<file path="src/rtl/ble_button_parser_if.sv">
// Byte-stream and command bus for the Bluefruit button parser.
// The master side feeds UART bytes in and observes decoded commands;
// the slave side is the parser itself.
interface ble_button_parser_if;
    logic [7:0] data_in;
    logic       valid_in;
    logic       cmd_valid_out;
    logic [2:0] btn_id_out;
    logic       pressed_out;
    logic [7:0] held_out;
    logic       err_out;
    logic [7:0] err_count_out;

    modport master (
        output data_in,
        output valid_in,
        input  cmd_valid_out,
        input  btn_id_out,
        input  pressed_out,
        input  held_out,
        input  err_out,
        input  err_count_out
    );

    modport slave (
        input  data_in,
        input  valid_in,
        output cmd_valid_out,
        output btn_id_out,
        output pressed_out,
        output held_out,
        output err_out,
        output err_count_out
    );
endinterface

</file>
<file path="src/rtl/ble_button_parser.sv">
// Bluefruit controller-pad button packet parser.
// Frames "!B<id><state><crc>" packets out of the raw UART byte stream,
// verifies the additive checksum and emits one single-cycle command per
// good packet, a held-button bitmap and a saturating rejected-packet count.
// A partial packet that stalls for TIMEOUT_CYCLES idle cycles is dropped.
module ble_button_parser #(
    parameter int unsigned TIMEOUT_CYCLES = 1_000_000
) (
    input  logic               clk_in,
    input  logic               rst_in,
    ble_button_parser_if.slave bus
);

    // The gap counter only needs to reach TIMEOUT_CYCLES-1: the timeout
    // fires on the idle cycle that would have taken it to TIMEOUT_CYCLES.
    localparam int unsigned GAP_W = (TIMEOUT_CYCLES > 1) ? $clog2(TIMEOUT_CYCLES) : 1;
    localparam logic [GAP_W-1:0] GAP_LAST = GAP_W'(TIMEOUT_CYCLES - 1);

    localparam logic [7:0] BYTE_BANG   = 8'h21;
    localparam logic [7:0] BYTE_BUTTON = 8'h42;
    localparam logic [7:0] BYTE_ID_LO  = 8'h31;
    localparam logic [7:0] BYTE_ID_HI  = 8'h38;
    localparam logic [7:0] BYTE_REL    = 8'h30;
    localparam logic [7:0] BYTE_PRESS  = 8'h31;

    typedef enum logic [2:0] {
        IDLE,
        GOT_BANG,
        GOT_TYPE,
        GOT_ID,
        GOT_STATE
    } state_t;

    state_t           r_state;
    logic [7:0]       r_acc;
    logic [GAP_W-1:0] r_gap;
    logic [2:0]       r_pendId;
    logic             r_pendPressed;

    logic             r_cmdValid;
    logic [2:0]       r_btnId;
    logic             r_pressed;
    logic [7:0]       r_held;
    logic             r_err;
    logic [7:0]       r_errCount;

    logic             w_isBang;
    logic             w_isButton;
    logic             w_idOk;
    logic             w_stateOk;
    logic             w_crcOk;
    logic [2:0]       w_idIndex;
    logic             w_byteOk;
    logic             w_byteErr;
    logic             w_timeout;
    logic             w_errEvent;
    logic             w_commit;

    // Classify the incoming byte against each field of the packet format.
    // The id is encoded as ASCII '1'..'8'; its low three bits minus one give
    // the button index, with '8' (low bits 000) wrapping round to 7.
    always_comb begin
        w_isBang   = (bus.data_in == BYTE_BANG);
        w_isButton = (bus.data_in == BYTE_BUTTON);
        w_idOk     = (bus.data_in >= BYTE_ID_LO) && (bus.data_in <= BYTE_ID_HI);
        w_stateOk  = (bus.data_in == BYTE_REL) || (bus.data_in == BYTE_PRESS);
        w_crcOk    = (bus.data_in == ~r_acc);
        w_idIndex  = bus.data_in[2:0] - 3'd1;
    end

    // Decide whether the current byte is acceptable in the current state and
    // whether this cycle produces an error or a commit. A repeated '!' while
    // waiting for 'B' is treated as a fresh packet start rather than an error.
    always_comb begin
        w_byteOk = 1'b0;
        case (r_state)
            IDLE:      w_byteOk = w_isBang;
            GOT_BANG:  w_byteOk = w_isButton || w_isBang;
            GOT_TYPE:  w_byteOk = w_idOk;
            GOT_ID:    w_byteOk = w_stateOk;
            GOT_STATE: w_byteOk = w_crcOk;
            default:   w_byteOk = 1'b0;
        endcase

        w_byteErr  = bus.valid_in && (r_state != IDLE) && !w_byteOk;
        w_timeout  = !bus.valid_in && (r_state != IDLE) && (r_gap == GAP_LAST);
        w_errEvent = w_byteErr || w_timeout;
        w_commit   = bus.valid_in && (r_state == GOT_STATE) && w_crcOk;
    end

    // Packet framing FSM with the running checksum and the pending id/state.
    // A rejected byte that is itself '!' restarts framing in GOT_BANG so a
    // packet that begins right after a broken one is not lost.
    always_ff @(posedge clk_in) begin
        if (!rst_in) begin
            r_state       <= IDLE;
            r_acc         <= 8'h00;
            r_pendId      <= 3'd0;
            r_pendPressed <= 1'b0;
        end else if (w_errEvent) begin
            if (w_byteErr && w_isBang) begin
                r_state <= GOT_BANG;
                r_acc   <= BYTE_BANG;
            end else begin
                r_state <= IDLE;
            end
        end else if (bus.valid_in) begin
            case (r_state)
                IDLE: begin
                    if (w_isBang) begin
                        r_state <= GOT_BANG;
                        r_acc   <= BYTE_BANG;
                    end
                end
                GOT_BANG: begin
                    if (w_isButton) begin
                        r_state <= GOT_TYPE;
                        r_acc   <= r_acc + bus.data_in;
                    end else begin
                        r_acc   <= BYTE_BANG;
                    end
                end
                GOT_TYPE: begin
                    r_state  <= GOT_ID;
                    r_acc    <= r_acc + bus.data_in;
                    r_pendId <= w_idIndex;
                end
                GOT_ID: begin
                    r_state       <= GOT_STATE;
                    r_acc         <= r_acc + bus.data_in;
                    r_pendPressed <= bus.data_in[0];
                end
                GOT_STATE: begin
                    r_state <= IDLE;
                end
                default: begin
                    r_state <= IDLE;
                end
            endcase
        end
    end

    // Inter-byte gap counter: cleared by every strobe, idle in IDLE, and
    // cleared again when it expires so the next packet starts from zero.
    always_ff @(posedge clk_in) begin
        if (!rst_in) begin
            r_gap <= '0;
        end else if (bus.valid_in || (r_state == IDLE) || w_timeout) begin
            r_gap <= '0;
        end else begin
            r_gap <= r_gap + GAP_W'(1);
        end
    end

    // Registered command outputs: pulse on commit and update the held bitmap.
    // Releasing a button that is not held simply rewrites a zero.
    always_ff @(posedge clk_in) begin
        if (!rst_in) begin
            r_cmdValid <= 1'b0;
            r_btnId    <= 3'd0;
            r_pressed  <= 1'b0;
            r_held     <= 8'h00;
        end else begin
            r_cmdValid <= w_commit;
            if (w_commit) begin
                r_btnId          <= r_pendId;
                r_pressed        <= r_pendPressed;
                r_held[r_pendId] <= r_pendPressed;
            end
        end
    end

    // Registered error pulse and its saturating statistics counter.
    always_ff @(posedge clk_in) begin
        if (!rst_in) begin
            r_err      <= 1'b0;
            r_errCount <= 8'h00;
        end else begin
            r_err <= w_errEvent;
            if (w_errEvent && (r_errCount != 8'hFF)) begin
                r_errCount <= r_errCount + 8'd1;
            end
        end
    end

    assign bus.cmd_valid_out = r_cmdValid;
    assign bus.btn_id_out    = r_btnId;
    assign bus.pressed_out   = r_pressed;
    assign bus.held_out      = r_held;
    assign bus.err_out       = r_err;
    assign bus.err_count_out = r_errCount;

endmodule

</file>
<file path="src/flat_wrapper.sv">
// flat-port wrapper written by rule: the top's interface ports become plain ports
module ble_button_parser_flat 
#(
    parameter int unsigned TIMEOUT_CYCLES = 1_000_000
)
  (clk_in, rst_in, bus_data_in, bus_valid_in, bus_cmd_valid_out, bus_btn_id_out, bus_pressed_out, bus_held_out, bus_err_out, bus_err_count_out);
  ble_button_parser_if bus_i ();
  input  logic clk_in;
  input  logic rst_in;
  input wire logic [$bits(bus_i.data_in)-1:0] bus_data_in;
  input wire logic [$bits(bus_i.valid_in)-1:0] bus_valid_in;
  output wire logic [$bits(bus_i.cmd_valid_out)-1:0] bus_cmd_valid_out;
  output wire logic [$bits(bus_i.btn_id_out)-1:0] bus_btn_id_out;
  output wire logic [$bits(bus_i.pressed_out)-1:0] bus_pressed_out;
  output wire logic [$bits(bus_i.held_out)-1:0] bus_held_out;
  output wire logic [$bits(bus_i.err_out)-1:0] bus_err_out;
  output wire logic [$bits(bus_i.err_count_out)-1:0] bus_err_count_out;
  assign bus_i.data_in = bus_data_in;
  assign bus_i.valid_in = bus_valid_in;
  assign bus_cmd_valid_out = bus_i.cmd_valid_out;
  assign bus_btn_id_out = bus_i.btn_id_out;
  assign bus_pressed_out = bus_i.pressed_out;
  assign bus_held_out = bus_i.held_out;
  assign bus_err_out = bus_i.err_out;
  assign bus_err_count_out = bus_i.err_count_out;
  ble_button_parser #(.TIMEOUT_CYCLES(TIMEOUT_CYCLES)) u_core (.clk_in(clk_in), .rst_in(rst_in), .bus(bus_i));
endmodule
</file>
<file path="config.mk">
export PLATFORM = sky130hd
export DESIGN_NAME = ble_button_parser_flat
export DESIGN_NICKNAME = d
export VERILOG_FILES = /design/src/rtl/ble_button_parser_if.sv /design/src/rtl/ble_button_parser.sv /design/src/flat_wrapper.sv
export SDC_FILE = /design/constraint.sdc
export NUM_CORES = 1
export LEC_CHECK = 0
export ABC_AREA = 1
export CORE_UTILIZATION = 51
export CTS_BUF_LIST = sky130_fd_sc_hd__clkbuf_16
export CTS_CLUSTER_DIAMETER = 100
export DETAILED_ROUTE_END_ITERATION = 7
export HOLD_SLACK_MARGIN = 0.1
export PLACE_DENSITY = 0.76
export SLEW_MARGIN = 25
export SYNTH_ARGS = -nofsm -noshare
export SYNTH_HDL_FRONTEND = slang
export SYNTH_SLANG_ARGS = --single-unit
</file>
<file path="constraint.sdc">
create_clock -name clk_in -period 1.8 [get_ports clk_in]
set_clock_uncertainty 0.1 [all_clocks]
set_input_delay 0.27 -clock clk_in [delete_from_list [all_inputs] [get_ports clk_in]]
set_output_delay 0.27 -clock clk_in [all_outputs]
set_load 0.1 [all_outputs]
</file>
==> results <==
how the worst min path moves through the flow:
stage / start / to / slack, ns / cells past startpoint
finish: bus_data_in[0] / u_core.r_pendPressed / 0.25 / 3
global route: bus_data_in[0] / u_core.r_pendPressed / 0.25 / 3
CTS: bus_data_in[0] / u_core.r_pendPressed / 0.39 / 3
detailed placement: u_core.r_gap[17] / u_core.r_gap[17] / 0.38 / 1
global placement: u_core.r_pendId[0] / u_core.r_pendId[0] / 0.37 / 2
floorplan: u_core.r_gap[0] / u_core.r_gap[0] / 0.32 / 1
routing by layer:
| metal | routed length, um | vias to the layer above |
|---|---|---|
| met3 | 845 | 79 |
| met1 | 4570 | 1815 |
| met2 | 6260 | 228 |
| met4 | 601 | 0 |
| met5 | 0 | - |
| li1 | - | 1814 |
cell families after synthesis:
| kind of cell | count (synthesis) | synth area share (%) |
|---|---|---|
| xor+xnor | 16 | 4.35 |
| fa+ha+maj | 13 | 5.29 |
| buf+inv | 79 | 9.95 |
| compound gates | 59 | 10.4 |
| flops | 57 | 35.5 |
| simple gates | 258 | 34.6 |
state kept, by name, indices dropped and copies added, names as in the netlist:
signal and cells:
u_core.bus.btn_id_out 3, u_core.bus.cmd_valid_out 1, u_core.bus.err_count_out 8, u_core.bus.err_out 1, u_core.bus.held_out 8, u_core.bus.pressed_out 1
u_core.r_acc 8, u_core.r_gap 20, u_core.r_pendId 3, u_core.r_pendPressed 1, u_core.r_state 3
cell usage after synthesis, types with 2 or more instances:
cell and n:
nor3b_1 4, inv_1 66, nand2_2 2, nand4_1 16
ha_1 12, a21oi_1 35, nand2_1 108, nor3_1 11
nor2_1 76, nor4_1 2, dfxtp_1 57, xor2_1 9
buf_6 2, xnor2_1 7, a211oi_1 8, buf_4 2
nand3_1 34, clkbuf_1 6, o21ai_0 9, a21boi_0 2
power by group through the flow:
stage / Sequential (W) / Clock, W / Combinational, W
2_1_floorplan: 0.00161 / 0 / 0.00103
3_3_place_gp: 0.00150 / 0 / 0.00185
3_5_place_dp: 0.00151 / 0 / 0.00191
4_1_cts: 0.00150 / 0.00165 / 0.00206
5_1_grt: 0.00151 / 0.00173 / 0.00247
6_report: 0.00151 / 0.00168 / 0.00232
worst reg2reg max path, stage by stage (launching register included):
cell     delay (ns)
dfxtp_1        0.39
nor2_1         0.18
nand2_1        0.11
nor2_1         0.14
nand3_1        0.14
nand2_1        0.16
nor2_4         0.07
nand2_2        0.08
nand2_2        0.11
nor2_4         0.25
nand3_1        0.17
a21oi_1        0.20
layout make-up:
cell class	instances	area (um^2)	share of cell area, %
multi-input combinational	347	2330	42.8
tap	75	93.8	1.72
clock inverter	7	62.6	1.15
inverter	67	259	4.76
timing repair buffer	124	1290	23.8
sequential	57	1180	21.6
clock buffer	9	225	4.14
cell usage in the layout, fill, tap and decap left out, drive strengths merged, types with 3 or more instances in the layout:
master | Yosys | layout
buf | 6 | 114
nand2 | 110 | 110
nor2 | 78 | 78
inv | 67 | 68
dfxtp | 57 | 57
a21oi | 35 | 35
nand3 | 35 | 35
nand4 | 16 | 16
ha | 12 | 12
clkbuf | 6 | 11
nor3 | 11 | 11
o21ai | 10 | 10
xor2 | 9 | 9
a211oi | 8 | 8
xnor2 | 7 | 7
dlygate4sd2 | 0 | 5
nor3b | 4 | 4
clkdlybuf4s50 | 0 | 3
clkinv | 0 | 3
per-stage QoR:
step | cell area [um^2] | utilization (%) | std cells | setup TNS, ns
detailed placement | 4560 | 76.0 | 654 | -26.19
global placement | 4560 | 76.0 | 654 | -24.33
finish | 5440 | 90.8 | 686 | -8.41
floorplan | 3390 | - | 482 | -0.916
global route | 5440 | 90.8 | 686 | -12.93
CTS | 5160 | 86.1 | 677 | -3.63
timing repair:
action                                  in CTS  in global routing
endpoints found under the setup margin      40                 41
setup buffers                                6                  9
cloned                                       1                  0
gates resized for setup                     80                 63
pin swaps                                   18                 39
==> metrics.txt <==
RSZ-0062 raised after global routing=yes; Crit path depth=13; CTS tree=yes; Buf/Inv on CP=2; hpwl dp=6540 um; Lkg Pwr=2.38 nW; Final Cycle Share=122%; final net count=630; Synth Area per Inst=around 6.7 um^2; DR vias=3936; Via density=approximately 5.7; headroom to the max-slew limit=around half; met1 Use GR=34.2%; Worst Tran Pin Value=roughly 0.76 ns; first-pass GRT wire length=about 16000 um; Antenna Cells=0; CP cell instances=clkdlybuf4s50_1 -> buf_4 -> nor2_1 -> nand2_1 -> nor2_1 -> nand3_1 -> nand2_1 -> nor2_4 -> nand2_2 -> nand2_2 -> nor2_4 -> nand3_1 -> a21oi_1; Die W=between 80 and 90 um; Async SR Flop Fraction=0%; total clock sinks=57; Die Ht=between 80 and 90 um; FF-to-FF End=u_core.r_pendId[2]; GRT Max-Usage Layer=met2; Sw Ratio=~37%; Worst Setup EP=u_core.r_pendId[2]; dominant synthesized flop cell=dfxtp_1; Fillers=about 240; critical path launch point type=primary input; Total Power=about 0.0055 W; clock share of power=between 30 and 40%; input/output buffers=32; failing checks=negative setup slack; GPL Wtd Cong=0.877; min-delay worst type=in -> reg; combinational share of power=a little over two fifths; register area share after synthesis=around 35%; core area=0.00599 mm^2; CP Data Required Time=between 1.5 and 2 ns; CTS root buf=clkbuf_16; Netlist cell types=34; H-tree Lvls=3; Post-Syn Area=around 0.0032 mm^2; WL/cell=between 15 and 20 um; critical path class=in -> reg; hold buffer count at cts=0; maximum root-to-sink buffer count=2; num ports=33; Worst Setup SP=bus_data_in[7]; DRT Pass-1 Iters=6; maxcap violations=0; Max IR drop VDD=roughly 0.76 mV; Worst path slowest cell=clkdlybuf4s50_1; PnR worst setup slack=-0.403 ns; Mapped Cells=just under 500; status=finished with violations; register bit count reported by yosys=57; M2 GR Usage=a little under three fifths; fmax=454 MHz; GRT met3 Usage=about 7.6%; Initial DRC Count=about 340; Sw Pwr=0.00203 W; fin crit period=around 2.2 ns; synth top area cells=dfxtp_1 35%, nand2_1 13%, nor2_1 8.9%; Synth top area share=a little over a third; initial antenna violation count=0; Reg power frac=27.4%; Final setup viols=38; vias in the first global route=approximately 3.6k; hold slack=0.250 ns; Slew Limit Fails=0; Power Density=roughly 1000 mW/mm^2; crit path max fanout=6; final hold violations=0; Detail Route Antenna Nets=0; post-synth top area cell=dfxtp_1; drt drc=0; CP max stage delay=between 0.4 and 0.5 ns; gr usage total=31.1%; die area=roughly 0.0066 mm^2; Reg2Reg Launch Point=u_core.r_state[2]; area added between synthesis and finish=69.1%; Top delay family on crit path=simple AND/OR/NAND/NOR gates; Yosys Warn Count=0; grt ovf=0; Starting Density=between 50 and 60%; Clock transition at path regs=0.05 ns; CP arrival=about 2.4 ns; syn_nets=about 510; Setup WS pre-CTS=-0.869 ns; pin count of the biggest net entering global routing=21; path depth of the worst reg2reg path=11; CP Capture Type=register; Rows=28; final WL=~12000 um; setup slack, reg-to-reg=-0.38 ns; CTS Buf Count=9; layout cells sized above 1=between 40% and 50%; clock latency on the worst-skew pair=around 0.33 ns; Internal Power=around 0.0035 W; Post-synth EDFFs=0
Note: power is estimated with default switching activity, not from simulation.
